## config.mk

```make
export PLATFORM = sky130hd
export DESIGN_NAME = mem_bus_arbiter
export DESIGN_NICKNAME = d
export VERILOG_FILES = /design/src/rtl/mem_bus_arbiter_pkg.sv /design/src/rtl/mem_bus_arbiter_mem_req_mux.sv /design/src/rtl/mem_bus_arbiter.sv
export SDC_FILE = /design/constraint.sdc
export NUM_CORES = 1
export LEC_CHECK = 0
export CAP_MARGIN = 20
export CORE_AREA = 4 4 200 202
export CTS_CLUSTER_SIZE = 8
export DETAILED_ROUTE_END_ITERATION = 7
export DIE_AREA = 0 0 204 206
export GPL_ROUTABILITY_DRIVEN = 0
export SETUP_SLACK_MARGIN = 0.4
export SLEW_MARGIN = 20
export SYNTH_ARGS = -nofsm -noshare
export SYNTH_HDL_FRONTEND = slang
export SYNTH_SLANG_ARGS = --single-unit
export TNS_END_PERCENT = 1
```

## constraint.sdc

```tcl
create_clock -name clk -period 3.9 [get_ports clk]
set_input_delay 0.78 -clock clk [delete_from_list [all_inputs] [get_ports clk]]
set_output_delay 0.78 -clock clk [all_outputs]
set_load 0.005 [all_outputs]
```

## src/rtl/mem_bus_arbiter_pkg.sv

```systemverilog
// Shared types for the instruction/data bus arbiter and its single-beat memory port.
package mem_bus_arbiter_pkg;

    localparam int unsigned ADDR_W   = 64;
    localparam int unsigned DATA_W   = 64;
    localparam int unsigned STRB_W   = 8;
    localparam int unsigned FETCH_W  = 32;
    localparam int unsigned STREAK_W = 4;

    typedef enum logic [2:0] {
        MSIZE1 = 3'd0,
        MSIZE2 = 3'd1,
        MSIZE4 = 3'd2,
        MSIZE8 = 3'd3
    } msize_t;

    typedef enum logic [1:0] {
        IDLE  = 2'd0,
        ISSUE = 2'd1,
        WAIT  = 2'd2
    } arb_state_t;

    typedef enum logic {
        OWNER_I = 1'b0,
        OWNER_D = 1'b1
    } owner_t;

    typedef struct packed {
        logic              valid;
        logic [ADDR_W-1:0] addr;
    } ibus_req_t;

    typedef struct packed {
        logic               addr_ok;
        logic               data_ok;
        logic [FETCH_W-1:0] data;
    } ibus_resp_t;

    typedef struct packed {
        logic              valid;
        logic [ADDR_W-1:0] addr;
        msize_t            size;
        logic [STRB_W-1:0] strobe;
        logic [DATA_W-1:0] data;
    } dbus_req_t;

    typedef struct packed {
        logic              addr_ok;
        logic              data_ok;
        logic [DATA_W-1:0] data;
    } dbus_resp_t;

    typedef struct packed {
        logic              valid;
        logic              is_write;
        msize_t            size;
        logic [ADDR_W-1:0] addr;
        logic [STRB_W-1:0] strobe;
        logic [DATA_W-1:0] data;
    } mem_req_t;

    typedef struct packed {
        logic              addr_ok;
        logic              data_ok;
        logic [DATA_W-1:0] data;
    } mem_resp_t;

endpackage

```

## src/rtl/mem_bus_arbiter_mem_req_mux.sv

```systemverilog
// Maps the selected ibus/dbus request onto the memory request format and
// picks the 32-bit fetch word out of the 64-bit memory beat.
module mem_bus_arbiter_mem_req_mux
    import mem_bus_arbiter_pkg::*;
(
    input  ibus_req_t           i_ireq,
    input  dbus_req_t           i_dreq,
    input  logic                i_sel_d,
    input  logic                i_fetch_hi,
    input  logic [DATA_W-1:0]   i_mem_data,
    output mem_req_t            o_mreq_c,
    output logic [FETCH_W-1:0]  o_fetch_data_c
);

    always_comb begin
        o_mreq_c = '0;
        if (i_sel_d) begin
            o_mreq_c.valid    = i_dreq.valid;
            o_mreq_c.is_write = |i_dreq.strobe;
            o_mreq_c.size     = i_dreq.size;
            o_mreq_c.addr     = i_dreq.addr;
            o_mreq_c.strobe   = i_dreq.strobe;
            o_mreq_c.data     = i_dreq.data;
        end else begin
            // Fetches are always 4-byte reads with no write payload.
            o_mreq_c.valid = i_ireq.valid;
            o_mreq_c.size  = MSIZE4;
            o_mreq_c.addr  = i_ireq.addr;
        end
    end

    assign o_fetch_data_c = i_fetch_hi ? i_mem_data[DATA_W-1:FETCH_W] : i_mem_data[FETCH_W-1:0];

endmodule

```

## src/rtl/mem_bus_arbiter.sv

```systemverilog
// Merges the instruction-fetch and data buses onto one single-beat memory port,
// data first with a bounded streak so fetch cannot starve.
module mem_bus_arbiter
    import mem_bus_arbiter_pkg::*;
#(
    parameter int unsigned MAX_D_STREAK = 4
) (
    input  logic       clk,
    input  logic       reset,
    input  ibus_req_t  ireq,
    output ibus_resp_t iresp,
    input  dbus_req_t  dreq,
    output dbus_resp_t dresp,
    output mem_req_t   mreq,
    input  mem_resp_t  mresp
);

    localparam logic [STREAK_W-1:0] MAX_STREAK = STREAK_W'(MAX_D_STREAK);

    arb_state_t          r_state;
    arb_state_t          w_state_next;
    owner_t              r_owner;
    owner_t              w_owner_next;
    mem_req_t            r_req;
    mem_req_t            w_req_next;
    logic [STREAK_W-1:0] r_d_streak;
    logic [STREAK_W-1:0] w_d_streak_next;

    logic                w_grant_d;
    logic                w_grant_i;
    logic                w_ack_addr;
    logic                w_ack_data;
    mem_req_t            w_mux_req;
    logic [FETCH_W-1:0]  w_fetch_data;

    // Data wins a collision until it has taken MAX_STREAK grants in a row over a waiting fetch.
    always_comb begin
        w_grant_d = 1'b0;
        w_grant_i = 1'b0;
        if (r_state == IDLE) begin
            if (dreq.valid && !(ireq.valid && (r_d_streak >= MAX_STREAK))) begin
                w_grant_d = 1'b1;
            end else if (ireq.valid) begin
                w_grant_i = 1'b1;
            end
        end
    end

    mem_bus_arbiter_mem_req_mux u_req_mux (
        .i_ireq         (ireq),
        .i_dreq         (dreq),
        .i_sel_d        (w_grant_d),
        .i_fetch_hi     (r_req.addr[2]),
        .i_mem_data     (mresp.data),
        .o_mreq_c       (w_mux_req),
        .o_fetch_data_c (w_fetch_data)
    );

    always_ff @(posedge clk) begin
        if (reset) begin
            r_state    <= IDLE;
            r_owner    <= OWNER_I;
            r_req      <= '0;
            r_d_streak <= '0;
        end else begin
            r_state    <= w_state_next;
            r_owner    <= w_owner_next;
            r_req      <= w_req_next;
            r_d_streak <= w_d_streak_next;
        end
    end

    always_comb begin
        w_state_next    = r_state;
        w_owner_next    = r_owner;
        w_req_next      = r_req;
        w_d_streak_next = r_d_streak;
        w_ack_addr      = 1'b0;
        w_ack_data      = 1'b0;
        mreq            = r_req;
        mreq.valid      = 1'b0;
        iresp           = '0;
        iresp.data      = w_fetch_data;
        dresp           = '0;
        dresp.data      = mresp.data;

        unique case (r_state)
            IDLE: begin
                if (w_grant_d || w_grant_i) begin
                    w_state_next = ISSUE;
                    w_owner_next = w_grant_d ? OWNER_D : OWNER_I;
                    w_req_next   = w_mux_req;
                    if (w_grant_d && ireq.valid) begin
                        if (r_d_streak < MAX_STREAK) begin
                            w_d_streak_next = r_d_streak + STREAK_W'(1);
                        end
                    end else begin
                        w_d_streak_next = '0;
                    end
                end
            end
            ISSUE: begin
                mreq.valid = 1'b1;
                w_ack_addr = mresp.addr_ok;
                // A data_ok riding on the same beat as addr_ok completes the transaction.
                w_ack_data = mresp.addr_ok & mresp.data_ok;
                if (mresp.addr_ok) begin
                    w_state_next = mresp.data_ok ? IDLE : WAIT;
                end
            end
            WAIT: begin
                w_ack_data = mresp.data_ok;
                if (mresp.data_ok) begin
                    w_state_next = IDLE;
                end
            end
            default: begin
                w_state_next = IDLE;
            end
        endcase

        if (r_owner == OWNER_D) begin
            dresp.addr_ok = w_ack_addr;
            dresp.data_ok = w_ack_data;
        end else begin
            iresp.addr_ok = w_ack_addr;
            iresp.data_ok = w_ack_data;
        end
    end

endmodule

```

==> flow_summary.json <==
{
  "nNetsFinal": 1459,
  "synth-async-reset-ratio_pct": 0,
  "drt_wl_total_mm": 33.04,
  "wl_per_cell_um": 19.30,
  "postSynthAreaPerCell_um2": 8.762,
  "pwr_density_cell_mw_per_mm2": 407.1,
  "cts.reportedPaths.clkPinSlew_ns": 0.08,
  "hp-start": "mreq[139]$_SDFFE_PP0P_",
  "critPathArrivalTime_ns": 2.17,
  "dr.pass1.iters": 5,
  "r2r-start": "r_d_streak[3]$_SDFFE_PP0P_",
  "die_x_um": 204,
  "die_h_um": 206,
  "cts_made_buffers": 17,
  "reg2reg_depth": 4,
  "min_path_cells": 2,
  "cts_htree_levels": 4,
  "first_iter_violations": 510,
  "ys_ff_latch": 147,
  "post_synth_xor_area_fraction_pct": 0,
  "clock_latency_ns": 0.44,
  "area_delta_synth_final_pct": 83.70,
  "synth.area.mux_share_pct": 5.233,
  "whs_ns": 0.4658,
  "p_leak_nw": 4.430,
  "drc": 0,
  "post_cts_buffers": 0,
  "period_share_pct": 75.52,
  "cts_max_path_buffers": 2,
  "fp.coreArea_mm2": 0.03829,
  "numPortBuffers": 513,
  "fp-row-count": 72,
  "crit_path_max_fanout": 32,
  "place_worst_setup_slack_ns": 0.9638,
  "status": "finished, final reports clean",
  "ant_nets": 0,
  "crit_required_ns": 3.12,
  "grt_max_degree": 87,
  "yosysWarnings": 0,
  "synth_compound_area_share_pct": 28.38,
  "rsz0062_at_grt": "false",
  "synth_nets": 1064,
  "startpoint_type": "flop",
  "antenna_found_initial": 1,
  "ctsResizeCount": 0,
  "timing.setup.tns_ns": 0,
  "synth_edf_count": 0,
  "hpwl_mm": 23.94,
  "final-hold-violation-count": 0,
  "synth_top_family_by_area": "compound AO/OA/AOI/OAI gates",
  "worst_pin_slew_ns": 1.062,
  "setup_slack_ns": 0.9548,
  "num_vias": 7728,
  "grtUsageTotal_pct": 14.35,
  "slew_viol_final": 0,
  "ir_drop_mv": 0.3024,
  "yosys.area_share.simple_pct": 9.757,
  "drv_cap": 0,
  "grt_overflow": 0,
  "period_minus_slack_ns": 2.945,
  "grt_pass1_wl_mm": 46.95,
  "cts_tree": "done",
  "skew_ns": 0.01460,
  "root_buffer": "clkbuf_16",
  "final_cell_mix": "clkdlybuf4s50_1, dfxtp_1, nor2_1",
  "hold_path.class": "reg2reg",
  "die-area_mm2": 0.04202,
  "final_common_cell": "clkdlybuf4s50_1",
  "synth_area_mm2": 0.006887,
  "synth-adder-area-share_pct": 0.9084,
  "end_kind": "output port",
  "crit_type": "reg2out",
  "cts_sinks": 147,
  "ys_dominant_reg_cell": "dfxtp_1",
  "via_per_inst": 4.514,
  "ys_types": 34,
  "setup_violations": 0,
  "ys_seq_area_share_pct": 42.73,
  "start_util_pct": 17.99,
  "startpoint": "mreq[74]$_SDFFE_PP0P_",
  "syn_inst": 786,
  "relSlewSlack_pct": 28.96,
  "fillers": 3946,
  "ctsHoldBuffers": 0,
  "grt_pass1_vias": 7585,
  "pin_count": 514,
  "max_freq_ghz": 0.3395,
  "layout-drive-gt1-share_pct": 7.125
}
through the flow:
| stage | instances | cell area [um2] | power, W | util (%) |
|---|---|---|---|---|
| 3_5_place_dp | 1680 | 12010 | 0.003339 | 31.37 |
| 5_1_grt | 1711 | 12650 | 0.005406 | 33.04 |
| 3_3_place_gp | 1680 | 12010 | 0.003323 | 31.37 |
| 6_report | 1712 | 12650 | 0.005151 | 33.04 |
| 4_1_cts | 1711 | 12650 | 0.005231 | 33.04 |
| 2_1_floorplan | 786 | 6887 | 0.002428 | - |
area by class of cell:
class | count | area (um2) | area share (%)
antenna | 1 | 2.502 | 0.01978
sequential | 147 | 2943 | 23.26
inverter | 2 | 7.507 | 0.05934
clock inverter | 12 | 205.2 | 1.622
multi-input combinational | 484 | 3072 | 24.28
clock buffer | 19 | 432.9 | 3.422
tap | 518 | 648.1 | 5.123
timing repair buffer | 529 | 5340 | 42.21
where the power goes:
group / internal (W) / switching [W]
registers: 0.00167 / 0.0000932
logic: 0.000894 / 0.000652
clock network: 0.00114 / 0.000710
final timing paths:
check | to | slack (ns)
hold reg to reg | mreq[139]$_SDFFE_PP0P_ | 0.47
setup / recovery | iresp[17] | 0.95
hold / removal | mreq[139]$_SDFFE_PP0P_ | 0.47
setup reg to reg | mreq[105]$_SDFFE_PP0P_ | 1.76
worst max-delay path, cell delays in order, from the launching register on:
cell and delay [ns]:
dfxtp_1 0.38, buf_4 0.42, mux2_2 0.43, clkdlybuf4s50_1 0.47
synth_stat cells (2+ instances only):
cell	n	area share, %
clkbuf_1	43	2.3
o21ai_0	57	4.1
o21ai_1	7	0.51
nor3_1	3	0.22
a211oi_1	64	7.0
ha_1	5	0.91
buf_2	40	2.9
buf_4	68	7.4
o21ai_2	2	0.25
a32oi_1	74	9.4
a31oi_1	64	5.8
nand2_1	7	0.38
nor4_1	2	0.18
nor2b_1	2	0.18
nor2_1	142	7.7
mux2_2	32	5.2
inv_1	2	0.11
o21a_1	2	0.22
dfxtp_1	147	43
nand4_1	2	0.18
a21oi_1	6	0.44
nor3b_1	3	0.33
cells by family after synthesis:
group	count (synthesis)
adders and majority gates	5
AOI/OAI and AO/OA	281
DFF	147
and+or+nand+nor	166
muxes	32
buffers and inverters	155
per-layer routing:
metal	GRT usage, %	share of wire (%)
met4	4.714	2.2
met1	18.55	43
met3	5.178	8.0
met2	22.32	47
met5	0	0
registers in the layout, indices dropped and copies added, names as in the netlist:
name and count:
mreq 140, r_d_streak 4, r_state 2, r_owner 1
Power figures use the tool's default switching activity.
